`src/rtl/detect_ctrl_if.sv`:
```
// PIPE receiver-detect and interval-timer signals shared by detect_ctrl and its link/PHY side.
interface detect_ctrl_if;
  logic       Enable;
  logic       RxElecIdle;
  logic       PhyStatus;
  logic [2:0] RxStatus;
  logic       TimeOut;
  logic       TimerStart;
  logic       TimerEnable;
  logic [2:0] TimerIntervalCode;
  logic       TxDetectRx;
  logic       TxElecIdle;
  logic       RxDetected;
  logic       DetectFail;

  modport master (
    input  Enable, RxElecIdle, PhyStatus, RxStatus, TimeOut,
    output TimerStart, TimerEnable, TimerIntervalCode,
           TxDetectRx, TxElecIdle, RxDetected, DetectFail
  );

  modport slave (
    output Enable, RxElecIdle, PhyStatus, RxStatus, TimeOut,
    input  TimerStart, TimerEnable, TimerIntervalCode,
           TxDetectRx, TxElecIdle, RxDetected, DetectFail
  );
endinterface

```
`src/rtl/detect_ctrl.sv`:
```
// Receiver-detect controller: quiet interval, PIPE detect request, retry with failure pulse.
module detect_ctrl #(
  parameter int unsigned MAX_ATTEMPTS   = 2,
  parameter int unsigned PHY_WAIT_LIMIT = 255
) (
  input logic            Pclk,
  input logic            Reset,
  detect_ctrl_if.master  pipe
);

  localparam int unsigned WW = (PHY_WAIT_LIMIT < 2) ? 1 : $clog2(PHY_WAIT_LIMIT + 1);
  localparam int unsigned AW = (MAX_ATTEMPTS < 2) ? 1 : $clog2(MAX_ATTEMPTS + 1);
  localparam logic [WW-1:0] WAIT_LAST = WW'(PHY_WAIT_LIMIT - 1);
  localparam logic [AW-1:0] ATT_LAST  = AW'(MAX_ATTEMPTS - 1);

  typedef enum logic [2:0] {
    IDLE, Q_START, QUIET, ACTIVE, EVAL, DONE
  } state_t;

  state_t        state_q, state_d;
  logic [WW-1:0] wait_q, wait_d;
  logic [AW-1:0] att_q, att_d;
  logic          res_q, res_d;

  always_ff @(posedge Pclk or negedge Reset) begin
    if (!Reset) begin
      state_q <= IDLE;
      wait_q  <= '0;
      att_q   <= '0;
      res_q   <= 1'b0;
    end else begin
      state_q <= state_d;
      wait_q  <= wait_d;
      att_q   <= att_d;
      res_q   <= res_d;
    end
  end

  always_comb begin
    state_d = state_q;
    wait_d  = wait_q;
    att_d   = att_q;
    res_d   = res_q;
    if (!pipe.Enable) begin
      state_d = IDLE;
      wait_d  = '0;
      att_d   = '0;
      res_d   = 1'b0;
    end else begin
      unique case (state_q)
        IDLE:    state_d = Q_START;
        Q_START: state_d = QUIET;
        QUIET: begin
          if (pipe.TimeOut || !pipe.RxElecIdle) begin
            state_d = ACTIVE;
            wait_d  = '0;
          end
        end
        ACTIVE: begin
          if (pipe.PhyStatus) begin
            res_d   = (pipe.RxStatus == 3'b011);
            state_d = EVAL;
          end else if (wait_q >= WAIT_LAST) begin
            res_d   = 1'b0;
            state_d = EVAL;
          end else begin
            wait_d = wait_q + 1'b1;
          end
        end
        EVAL: begin
          if (res_q) begin
            att_d   = '0;
            state_d = DONE;
          end else begin
            // Reaching the limit wraps the count to zero so the next round starts fresh.
            att_d   = (att_q >= ATT_LAST) ? '0 : att_q + 1'b1;
            state_d = Q_START;
          end
        end
        DONE:    state_d = DONE;
        default: state_d = IDLE;
      endcase
    end
  end

  // Outputs depend only on registered state so reset drops them without a clock edge.
  always_comb begin
    pipe.TimerStart        = (state_q == Q_START);
    pipe.TimerEnable       = (state_q == QUIET);
    pipe.TimerIntervalCode = (state_q == Q_START || state_q == QUIET) ? 3'b001 : 3'b000;
    pipe.TxDetectRx        = (state_q == ACTIVE);
    pipe.TxElecIdle        = 1'b1;
    pipe.RxDetected        = (state_q == DONE);
    pipe.DetectFail        = (state_q == EVAL) && !res_q && (att_q >= ATT_LAST);
  end

endmodule

```
`src/flat_wrapper.sv`:
```
// flat-port wrapper written by rule: the top's interface ports become plain ports
module detect_ctrl_flat 
#(
  parameter int unsigned MAX_ATTEMPTS   = 2,
  parameter int unsigned PHY_WAIT_LIMIT = 255
)
  (Pclk, Reset, pipe_Enable, pipe_RxElecIdle, pipe_PhyStatus, pipe_RxStatus, pipe_TimeOut, pipe_TimerStart, pipe_TimerEnable, pipe_TimerIntervalCode, pipe_TxDetectRx, pipe_TxElecIdle, pipe_RxDetected, pipe_DetectFail);
  detect_ctrl_if pipe_i ();
  input logic Pclk;
  input logic Reset;
  input wire logic [$bits(pipe_i.Enable)-1:0] pipe_Enable;
  input wire logic [$bits(pipe_i.RxElecIdle)-1:0] pipe_RxElecIdle;
  input wire logic [$bits(pipe_i.PhyStatus)-1:0] pipe_PhyStatus;
  input wire logic [$bits(pipe_i.RxStatus)-1:0] pipe_RxStatus;
  input wire logic [$bits(pipe_i.TimeOut)-1:0] pipe_TimeOut;
  output wire logic [$bits(pipe_i.TimerStart)-1:0] pipe_TimerStart;
  output wire logic [$bits(pipe_i.TimerEnable)-1:0] pipe_TimerEnable;
  output wire logic [$bits(pipe_i.TimerIntervalCode)-1:0] pipe_TimerIntervalCode;
  output wire logic [$bits(pipe_i.TxDetectRx)-1:0] pipe_TxDetectRx;
  output wire logic [$bits(pipe_i.TxElecIdle)-1:0] pipe_TxElecIdle;
  output wire logic [$bits(pipe_i.RxDetected)-1:0] pipe_RxDetected;
  output wire logic [$bits(pipe_i.DetectFail)-1:0] pipe_DetectFail;
  assign pipe_i.Enable = pipe_Enable;
  assign pipe_i.RxElecIdle = pipe_RxElecIdle;
  assign pipe_i.PhyStatus = pipe_PhyStatus;
  assign pipe_i.RxStatus = pipe_RxStatus;
  assign pipe_i.TimeOut = pipe_TimeOut;
  assign pipe_TimerStart = pipe_i.TimerStart;
  assign pipe_TimerEnable = pipe_i.TimerEnable;
  assign pipe_TimerIntervalCode = pipe_i.TimerIntervalCode;
  assign pipe_TxDetectRx = pipe_i.TxDetectRx;
  assign pipe_TxElecIdle = pipe_i.TxElecIdle;
  assign pipe_RxDetected = pipe_i.RxDetected;
  assign pipe_DetectFail = pipe_i.DetectFail;
  detect_ctrl #(.MAX_ATTEMPTS(MAX_ATTEMPTS), .PHY_WAIT_LIMIT(PHY_WAIT_LIMIT)) u_core (.Pclk(Pclk), .Reset(Reset), .pipe(pipe_i));
endmodule
```
`config.mk`:
```
export PLATFORM = sky130hd
export DESIGN_NAME = detect_ctrl_flat
export DESIGN_NICKNAME = d
export VERILOG_FILES = /design/src/rtl/detect_ctrl_if.sv /design/src/rtl/detect_ctrl.sv /design/src/flat_wrapper.sv
export SDC_FILE = /design/constraint.sdc
export NUM_CORES = 1
export LEC_CHECK = 0
export CAP_MARGIN = 25
export CORE_MARGIN = 8
export CORE_UTILIZATION = 55
export CTS_BUF_LIST = sky130_fd_sc_hd__clkbuf_16
export DETAILED_ROUTE_END_ITERATION = 7
export PLACE_DENSITY = 0.81
export RECOVER_POWER = 50
export SETUP_SLACK_MARGIN = 0.1
export SLEW_MARGIN = 20
export SYNTH_ARGS = -nofsm -noshare
export SYNTH_HDL_FRONTEND = slang
export SYNTH_SLANG_ARGS = --single-unit
```
`constraint.sdc`:
```
create_clock -name Pclk -period 5 [get_ports Pclk]
set_input_delay 1.5 -clock Pclk [delete_from_list [all_inputs] [get_ports Pclk]]
set_output_delay 1.5 -clock Pclk [all_outputs]
set_load 0.01 [all_outputs]
```
# [Word-level counts from Yosys, hierarchy flattened]
# Index checks and enable logic that the tools add are counted.
[word_totals] register_bits=14 wordCells=52
[classes] n_addsub=2 magnitude_cmp=2 eq_ne=14 mux=20 reduce_logical=10
[ops] op="two-way mux 8 bit" count=4
[ops] op="one-hot mux 3 bit (6 select lines)" count=1
[ops] op="one-hot mux 8 bit (2 select lines)" count=1
[ops] op="two-way mux 3 bit" count=5
[ops] op="== test 3 x 2 -> 1 bit, second input constant" count=3
[ops] op="adder 8 x 1 -> 8 bit, second input constant" count=1
[ops] op=">= comparator 8 bit, second input constant" count=1
[ops] op="two-way mux 2 bit" count=4
[ops] op="== test 3 bit, second input constant" count=2
[ops] op="inequality test 3 x 1 -> 1 bit, second input constant" count=2
[ops] op="inequality test 3 bit, second input constant" count=2
[ops] op="two-way mux 1 bit" count=5
[ops] op="inequality test 2 x 1 -> 1 bit, second input constant" count=2
[ops] op="inequality test 4 x 3 -> 1 bit, second input constant" count=1
[ops] op="AND reduction 2 bit" count=2
[ops] op="AND reduction 4 bit" count=1
[ops] op="== test 3 x 1 -> 1 bit, second input constant" count=1
[ops] op="logical NOT 3 bit" count=1
[ops] op="inequality test 3 x 2 -> 1 bit, second input constant" count=1
[ops] op="adder 2 x 1 -> 2 bit, second input constant" count=1
[ops] op=">= comparator 2 x 1 -> 1 bit, second input constant" count=1
[ops] op="logical AND 1 bit" count=2
[ops] op="logical NOT 1 bit" count=2
[ops] op="logical OR 1 bit" count=2

# [Logic depth before layout (Yosys ltp)]
# Gate-level depths: netlist (run 1).
[logic_depth] ltp_word=5 mapped_depth=6

# [Worst setup path after synthesis (run 1)]
# Ideal clock, no wire load.
[synth_timing] kind="reg2out" startpoint="register u_core.state_q[0]" endpoint="output port pipe_TimerIntervalCode[0]" arrival_ns=1.190 required_ns=3.500 setup_slack_ns=2.310 path_stages_with_launch=5 n_path_buf=1 cell_sequence="dfrtp_1 -> buf_2 -> inv_1 -> nor3_1 -> nand2b_1"
[synth_between] elab_chain_len=3 word_cells_on_any_way=4
[synth_rtl] element="start, declared" line_no="detect_ctrl.sv:20" text="state_t state_q, state_d;"
[synth_rtl] element="start signal, assigned" line_no="detect_ctrl.sv:32" text="state_q <= state_d;"
[synth_rtl] element="== test 3 x 1 -> 1 bit"
[synth_rtl] element="named net pipe_TimerStart" line_no="flat_wrapper.sv:16" text="output wire logic [$bits(pipe_i.TimerStart)-1:0] pipe_TimerStart;"
[synth_rtl] element="logical OR 1 bit" line_no="detect_ctrl.sv:90" text="pipe.TimerIntervalCode = (state_q == Q_START || state_q == QUIET) ? 3'b001 : 3'b000;"
[synth_rtl] element="two-way mux 1 bit" line_no="detect_ctrl.sv:90"
[synth_rtl] element="end, declared" line_no="flat_wrapper.sv:18" text="output wire logic [$bits(pipe_i.TimerIntervalCode)-1:0] pipe_TimerIntervalCode;"
# The timed path passes the listed nets, and every way through them passes these cells.

# [Worst setup path in the final report (run 1)]
[layout_timing] startpoint="register u_core.state_q[1]" endpoint="output port pipe_DetectFail"
[layout_between] elab_chain_len=3
[layout_rtl] element="== test 3 bit" line_no="detect_ctrl.sv:94" text="pipe.DetectFail = (state_q == EVAL) && !res_q && (att_q >= ATT_LAST);"
[layout_rtl] element="logical AND 1 bit (2 in a row)" line_no="detect_ctrl.sv:94"
[layout_rtl] element="end, declared" line_no="flat_wrapper.sv:22" text="output wire logic [$bits(pipe_i.DetectFail)-1:0] pipe_DetectFail;"
# No other way between the ends.

==> results of run 1 <==
## cells in the mapped netlist (2+ instances only)
cell and n:
inv_1 9, nand3b_1 2, conb_1 2, and3_1 2, nand2_1 5, a21oi_1 7
buf_4 3, nand3_1 3, dfrtp_1 14, nand4b_1 2, ha_1 3, o21ai_0 6
nor2_1 7, a32o_1 3, buf_2 3, o211ai_1 7, nand2b_1 4, nor3_1 4
nor4_1 2, o2bb2ai_1 2
## stage by stage
stage / cells / hold WS (ns) / area (µm²) / total power (W) / worst slack [ns]
finish: 145 / 0.518 / 1210 / 0.000337 / 1.58
global route: 145 / 0.543 / 1210 / 0.000349 / 1.45
CTS: 145 / 0.521 / 1210 / 0.000337 / 1.58
detailed placement: 142 / 0.514 / 1140 / 0.000188 / 1.86
global placement: 142 / 0.499 / 1140 / 0.000187 / 1.88
floorplan: 109 / 0.470 / 1000 / 0.000165 / 2.31
## power groups by stage
stage	Sequential, W	Clock [W]	Combinational (W)
floorplan	0.000121	0	0.0000443
global route	0.000126	0.000157	0.0000662
detailed placement	0.000127	0	0.0000607
CTS	0.000125	0.000150	0.0000618
global placement	0.000127	0	0.0000598
finish	0.000126	0.000151	0.0000611
## final cells by class
cell class	instances	area [µm²]
Multi-Input combinational cell	80	581
Sequential cell	14	350
Clock buffer	3	75.1
Fill cell	142	515
Inverter	9	33.8
Timing Repair Buffer	14	140
Tap cell	25	31.3
## worst min-delay path by stage
stage	cells after the start	slack, ns	to	start
after floorplan	1	0.47	u_core.wait_q[7]	u_core.wait_q[7]
after global placement	1	0.50	u_core.wait_q[7]	u_core.wait_q[7]
after detailed placement	1	0.51	u_core.wait_q[7]	u_core.wait_q[7]
after CTS	1	0.52	u_core.wait_q[7]	u_core.wait_q[7]
after global routing	1	0.54	u_core.wait_q[7]	u_core.wait_q[7]
final	1	0.52	u_core.wait_q[7]	u_core.wait_q[7]
## worst max-delay path, cell delays in order, from the launching register on
cell and delay [ns]:
dfrtp_1 0.52, or2b_1 0.36, nor4_1 0.21, clkdlybuf4s50_1 0.59
## sequential cells by signal (all words and copies together), names as in the netlist
name / count
u_core.wait_q: 8
u_core.state_q: 3
u_core.att_q: 2
u_core.res_q: 1
## layer usage
| layer | up-vias | routed length (µm) | GRT usage |
|---|---|---|---|
| met3 | 5 | 238 | 0.0500 |
| li1 | 424 | - | - |
| met5 | - | 0 | 0 |
| met4 | 0 | 36 | 0.0648 |
| met1 | 401 | 1020 | 0.185 |
| met2 | 44 | 1010 | 0.206 |
## logic make-up (layout without fill, tap and decap cells)
group | Yosys count | after routing | share of synthesized area
AOI/OAI and AO/OA | 32 | 32 | 0.266
adders and majority gates | 3 | 3 | 0.0376
buffers and inverters | 15 | 26 | 0.0714
DFF | 14 | 14 | 0.351
muxes | 2 | 2 | 0.0251
other | 2 | 3 | 0.00752
and+or+nand+nor | 40 | 40 | 0.242
==> flow_summary.ini, run 1 <==
[routing]
num_vias = 874
dr.pass1.iters = 4
drc = 0
post_drt_wl_per_cell_um = 15.9
ant_nets = 0
wirelength_um = 2310
routed_via_density = 6.03
drt-initial-drc-count = 51

[critical_path]
crit_path_end = pipe_DetectFail
critical_path_class = flip-flop to output pin
worstPathRequired_ns = 3.50
r2r-start = u_core.wait_q[0]
r2r_end = u_core.wait_q[1]
arrival_ns = 1.92
rrSetupSlack_ns = 3.09
reg2reg_depth = 6
worstSetupStartpointType = flip-flop
worstSetupStartpoint = u_core.state_q[1]
cp_max_fo = 12
end_kind = output pin

[power]
switching_share = 0.256
ir_drop_uv = 210
p_leak_nw = 0.490
p_comb_frac = 0.181
internal_power_w = 0.000251
p_clk_frac = 0.447
power_switching_w = 0.0000865
p_per_area_nw_per_um2 = 279
seqPwrFrac = 0.372

[synthesis]
synth_top_flop_cell = dfrtp_1
postSynth.asyncResetShare = 1.00
synth_area_leaders = dfrtp_1, o211ai_1, ha_1
synth_seq_area_share = 0.351
yosys.area.top_type = dfrtp_1
synthDominantCellAreaShare = 0.351
synth_cells = 108
syn_area_per_cell_um2 = 9.24
ys_warn_count = 0
synth_enable_flop_cells = 0
syn_area_um2 = 998
synth-seq-cells = 14
ys_types = 38

[sta]
finalClockSkew_ns = 0.00393
tightest_slew_ns = 0.637
final-setup-viol-count = 0
rsz0062_at_grt = no
hold_viol = 0
slew_headroom = 0.574
fmax_mhz = 292
finalCritPeriodShare = 0.684
drv_slew = 0
fin_setup_tns_ns = 0
min_period_ns = 3.42

[die]
coreArea_um2 = 1730
dieArea_um2 = 3430
die_y_um = 58.6
die_w_um = 58.6
ios = 18
row_count = 15
start_util = 0.578

[clocking]
insertion_delay_ns = 0.25
cts_made_buffers = 3
cts_num_sinks = 14
htree_num_levels = 1
postCtsSetupBuffers = 0
cts_hold_buf = 0
cts_root_buf = clkbuf_16
cts_tree = built
cts_buffer_depth = 2
clkSlewWorstSetupHoldPaths_ns = 0.05
cts_resized = 0

[global_routing]
grt_max_degree = 16
overflow = 0
grtUsageTotal = 0.143
grt_pass1_vias = 814
grt_pass1_wl_um = 3760
antenna_found_initial = 0

[run_status]
outcome = finished clean

[finish]
final_common_cell = dfrtp_1
drive_gt1_frac = 0.0917
area_delta_synth_final_pct = 21.3
diodes = 0
layout_common_cells = dfrtp_1, clkdlybuf4s50_1, inv_1
final_net_count = 134
final_core_utilization = 0.701

[worst_hold_path]
worstHoldPathType = flip-flop to flip-flop

[placement]
place_hpwl_um = 1670
port_buffers = 14
gp_congestion = 0.878

[job]
cap_violations = 0
(Power assumes the default switching activity.)
==> run 2, diff against run 1 <==
CORE_UTILIZATION = 46   (was 55)
PLACE_DENSITY = 0.72   (was 0.81)
clock period = 2.85 ns   (was 5 ns; I/O delays follow)
==> run 2 against run 1 <==
  * Clock power is 79% higher
  * Non-clock buffer count stayed put
  * Register-to-register slack got worse by 2.1 ns
  * Sequential power is 75% higher
  * Design area rose by 1.1%
  * Critical endpoint is now pipe_TimerIntervalCode[0]
==> flow_summary.ini, run 2 (synthesis gave the netlist of run 1 again) <==
[clocking]
postCtsSetupBuffers = 0
cts_num_sinks = 14
cts_buffer_depth = 2
clkSlewWorstSetupHoldPaths_ns = 0.05
cts_resized = 1
cts_root_buf = clkbuf_16
insertion_delay_ns = 0.25
cts_hold_buf = 0
htree_num_levels = 1
cts_made_buffers = 3
cts_tree = built

[worst_hold_path]
worstHoldPathType = flip-flop to flip-flop
holdCritStartpoint = u_core.wait_q[7]
hold_depth = 1
hold-path-endpoint = u_core.wait_q[7]

[finish]
ff_latch_area_um2 = 354
final_net_count = 134
reg_top3 = u_core.wait_q (8), u_core.state_q (3), u_core.att_q (2)
diodes = 0
largest_register_ffs = 8
area_delta_synth_final_pct = 22.7
largest-register = u_core.wait_q
nFillCells = 197
multi_input_area_um2 = 581
layout_common_cells = clkdlybuf4s50_1, dfrtp_1, inv_1
drive_gt1_frac = 0.116

[global_routing]
grt_max_degree = 16
grtUsageTotal = 0.122
gr-usage-met2 = 0.193
busiest_layer = met2
grt_util_met3 = 0.0412
met1_usage = 0.139
grt_pass1_vias = 823
grt_pass1_wl_um = 3860
overflow = 0
antenna_found_initial = 0

[routing]
routed_via_density = 5.77
post_drt_wl_per_cell_um = 15.6
wirelength_um = 2330
num_vias = 860
drc = 0
ant_nets = 0
drt-initial-drc-count = 32
dr.pass1.iters = 4

[critical_path]
critical_path_class = flip-flop to output pin
arrival_ns = 1.81
worstSetupStartpointType = flip-flop
cpPeakStageDelay_ns = 0.53
end_kind = output pin
worstPathRequired_ns = 2.00
rrSetupSlack_ns = 0.97
reg2reg_depth = 6
r2r_end = u_core.wait_q[1]
cp_max_fo = 15
r2r-start = u_core.wait_q[0]
path_cells = or3b_4 -> nand2b_1 -> clkdlybuf4s50_1
cp_slowest_cell = clkdlybuf4s50_1

[die]
ios = 18
coreArea_um2 = 2130
row_count = 17
dieArea_um2 = 3920
start_util = 0.469
die_y_um = 62.6
die_w_um = 62.6

[sta]
slew_headroom = 0.576
tightest_slew_ns = 0.635
drv_slew = 0
fin_setup_tns_ns = 0
finalClockSkew_ns = 0.00165
final-setup-viol-count = 0
finalCritPeriodShare = 0.937
hold_viol = 0
fmax_mhz = 375
rsz0062_at_grt = no
min_period_ns = 2.67

[placement]
place_hpwl_um = 1750
port_buffers = 14
gp_congestion = 0.863

[power]
p_per_area_nw_per_um2 = 488
total_power_w = 0.000598
ir_drop_uv = 314
p_leak_nw = 0.506

[job]
cap_violations = 0

[run_status]
outcome = finished clean
[run 2: cell types whose count changed in the layout (fill, tap and decap cells not counted), sizes merged]
cell	change
clkinv	+1
clkdlybuf4s50	-1
dlymetal6s2s	+1
[run 2: final cells by class]
cell class	count	share of cell area
Inverter	9	0.0276
Clock buffer	3	0.0613
Sequential cell	14	0.289
Multi-Input combinational cell	80	0.474
Clock inverter	1	0.00306
Tap cell	28	0.0286
Timing Repair Buffer	14	0.116
[run 2: worst max-delay path, delay by kind of cell (launching register included)]
family / cells / cell delay (ns)
flip-flops: 1 / 0.49
buffers and inverters: 1 / 0.53
AND/OR/NAND/NOR: 2 / 0.55
[run 2: where the power goes]
part / total (W) / switching, W / internal (W)
combinational: 0.000106 / 0.0000544 / 0.0000519
clock: 0.000270 / 0.0000845 / 0.000186
sequential: 0.000221 / 0.0000155 / 0.000205
total: 0.000598 / 0.000154 / 0.000443
[run 2: stage by stage]
step	util	instance area (µm²)	worst slack, ns	std cells	hold WS, ns
floorplan	-	1000	0.805	109	0.470
global placement	0.536	1140	0.360	145	0.521
detailed placement	0.536	1140	0.339	145	0.523
CTS	0.574	1220	0.105	149	0.533
global route	0.576	1220	0.116	149	0.566
finish	0.576	1220	0.180	149	0.540
[run 2: how the worst max path moves through the flow]
| stage | startpoint | to | slack, ns | depth (start not counted) |
|---|---|---|---|---|
| floorplan | u_core.state_q[0] | pipe_TimerIntervalCode[0] | 0.80 | 4 |
| CTS | u_core.state_q[0] | pipe_TimerIntervalCode[0] | 0.11 | 3 |
| finish | u_core.state_q[0] | pipe_TimerIntervalCode[0] | 0.18 | 3 |
| detailed placement | pipe_PhyStatus | u_core.wait_q[1] | 0.34 | 5 |
| global route | u_core.state_q[0] | pipe_TimerIntervalCode[0] | 0.12 | 3 |
| global placement | u_core.state_q[1] | pipe_DetectFail | 0.36 | 3 |
[run 2: per-layer routing]
metal | up-vias | share of wire | wire, µm
li1 | 418 | - | -
met1 | 411 | 0.43 | 1010
met2 | 26 | 0.49 | 1140
met3 | 5 | 0.055 | 128
met4 | 0 | 0.023 | 53
met5 | - | 0 | 0
==> run 3, diff against run 2 <==
ABC_CLOCK_PERIOD_IN_PS = 2850   (was default)
CORE_MARGIN = 5   (was 8)
==> run 3 against run 2 <==
  * Non-clock buffer count is 1 higher
  * Register-to-register slack lost 0.05 ns
  * Worst setup slack better by 0.0048 ns
  * Hold slack got worse by 0.014 ns
  * Sequential share of layout area shrank 0.073 points
  * Global-route usage rose by 3.6 points
  * Final cell count fell by 0.67%
  * Design area shrank 0.10%
  * Routed wire length is essentially flat
  * Count of clock-buffer cells in the layout stayed put
  * Core utilization up 2.9 points
==> flow_summary.ini, run 3 (synthesis gave the netlist of run 1 again) <==
[sta]
final-setup-viol-count = 0
finalCritPeriodShare = 0.935
drv_slew = 0
fmax_mhz = 375
fin_setup_tns_ns = 0
tightest_slew_ns = 0.633
finalClockSkew_ns = 0.00156
slew_headroom = 0.577
min_period_ns = 2.66
hold_viol = 0
rsz0062_at_grt = no

[critical_path]
r2r-start = u_core.wait_q[0]
worstSetupStartpointType = flip-flop
worstPathRequired_ns = 2.00
arrival_ns = 1.81
critical_path_class = flip-flop to output pin
reg2reg_depth = 6
cp_max_fo = 15
r2r_end = u_core.wait_q[1]
rrSetupSlack_ns = 0.92
worstSetupStartpoint = u_core.state_q[0]
end_kind = output pin
crit_path_end = pipe_TimerIntervalCode[0]

[clocking]
cts_num_sinks = 14
insertion_delay_ns = 0.24
cts_hold_buf = 0
cts_buffer_depth = 2
htree_num_levels = 1
cts_made_buffers = 3
cts_tree = built
clkSlewWorstSetupHoldPaths_ns = 0.04
cts_root_buf = clkbuf_16

[placement]
port_buffers = 14
gp_congestion = 0.821
placedCellCount = 145
place_hpwl_um = 1720

[power]
total_power_w = 0.000592
p_per_area_nw_per_um2 = 484
p_leak_nw = 0.492
ir_drop_uv = 335

[finish]
reg_top3 = u_core.wait_q (8), u_core.state_q (3), u_core.att_q (2)
area_delta_synth_final_pct = 22.6
nFillCells = 174
largest_register_ffs = 8
instances_no_fill = 148
layout_common_cells = clkdlybuf4s50_1, dfrtp_1, inv_1
drive_gt1_frac = 0.116
final_net_count = 135
largest-register = u_core.wait_q
diodes = 0

[worst_hold_path]
worstHoldPathType = flip-flop to flip-flop

[global_routing]
grt_pass1_vias = 842
grt_max_degree = 16
grtUsageTotal = 0.158
antenna_found_initial = 0
grt_pass1_wl_um = 3900
overflow = 0

[routing]
post_drt_wl_per_cell_um = 15.7
routed_via_density = 5.94
num_vias = 879
ant_nets = 0
wirelength_um = 2330
drt-initial-drc-count = 21
drc = 0
dr.pass1.iters = 4

[die]
row_count = 16
die_w_um = 56.6
start_util = 0.494
die_y_um = 56.6
dieArea_um2 = 3200
coreArea_um2 = 2020
ios = 18

[job]
cap_violations = 0

[run_status]
outcome = finished clean
[run 3: cell count changes in the layout (fill, tap and decap cells not counted)]
cell	previous run	this run
clkdlybuf4s50_1	11	12
dlymetal6s2s_1	1	0
dfrtp_2	3	2
clkinv_1	1	0
buf_4	0	1
dfrtp_1	11	12
[run 3: worst min-delay path by stage]
stage,from,depth (start not counted),to
detailed placement,u_core.wait_q[7],1,u_core.wait_q[7]
global placement,u_core.wait_q[7],1,u_core.wait_q[7]
global route,u_core.wait_q[7],1,u_core.wait_q[7]
CTS,u_core.wait_q[7],1,u_core.wait_q[7]
finish,u_core.wait_q[7],1,u_core.wait_q[7]
floorplan,u_core.wait_q[7],1,u_core.wait_q[7]
[run 3: cell type report]
class,count,area [µm²],share of cell area
clock buffer,3,75.1,0.0613
timing repair buffer,15,148,0.121
inverter,9,33.8,0.0276
sequential,14,353,0.288
tap,27,33.8,0.0276
multi-input combinational,80,581,0.474
[run 3: routing by layer]
layer / GRT usage / vias up / routed length (µm)
met3: 0.0367 / 5 / 182
met2: 0.224 / 39 / 1090
met5: 0 / - / 0
met4: 0.0915 / 0 / 49
li1: - / 423 / -
met1: 0.215 / 412 / 1010
[run 3: worst max-delay path: stages (launching register included)]
cell	delay (ns)
dfrtp_2	0.50
or3b_4	0.46
nand2b_1	0.08
clkdlybuf4s50_1	0.53
[run 3: report_power, final]
part	internal (W)	switching (W)	total (W)
combinational	0.0000542	0.0000606	0.000115
sequential	0.000205	0.0000109	0.000216
clock	0.000183	0.0000783	0.000262
total	0.000443	0.000150	0.000592
[run 3: metrics by stage]
step	setup slack (ns)	util	hold slack, ns	area (µm²)
after global routing	0.121	0.605	0.561	1220
after detailed placement	0.338	0.567	0.522	1150
after global placement	0.394	0.567	0.492	1150
final	0.185	0.605	0.527	1220
after CTS	0.144	0.605	0.530	1220
after floorplan	0.805	-	0.470	1000
[run 3: what timing repair did]
action / in CTS / in global routing
endpoints found under the setup margin: 1 / 1
endpoints found under the hold margin: 0 / 0
buffers inserted: 0 / 0
pin swaps: 0 / 0
resized for setup: 1 / 1
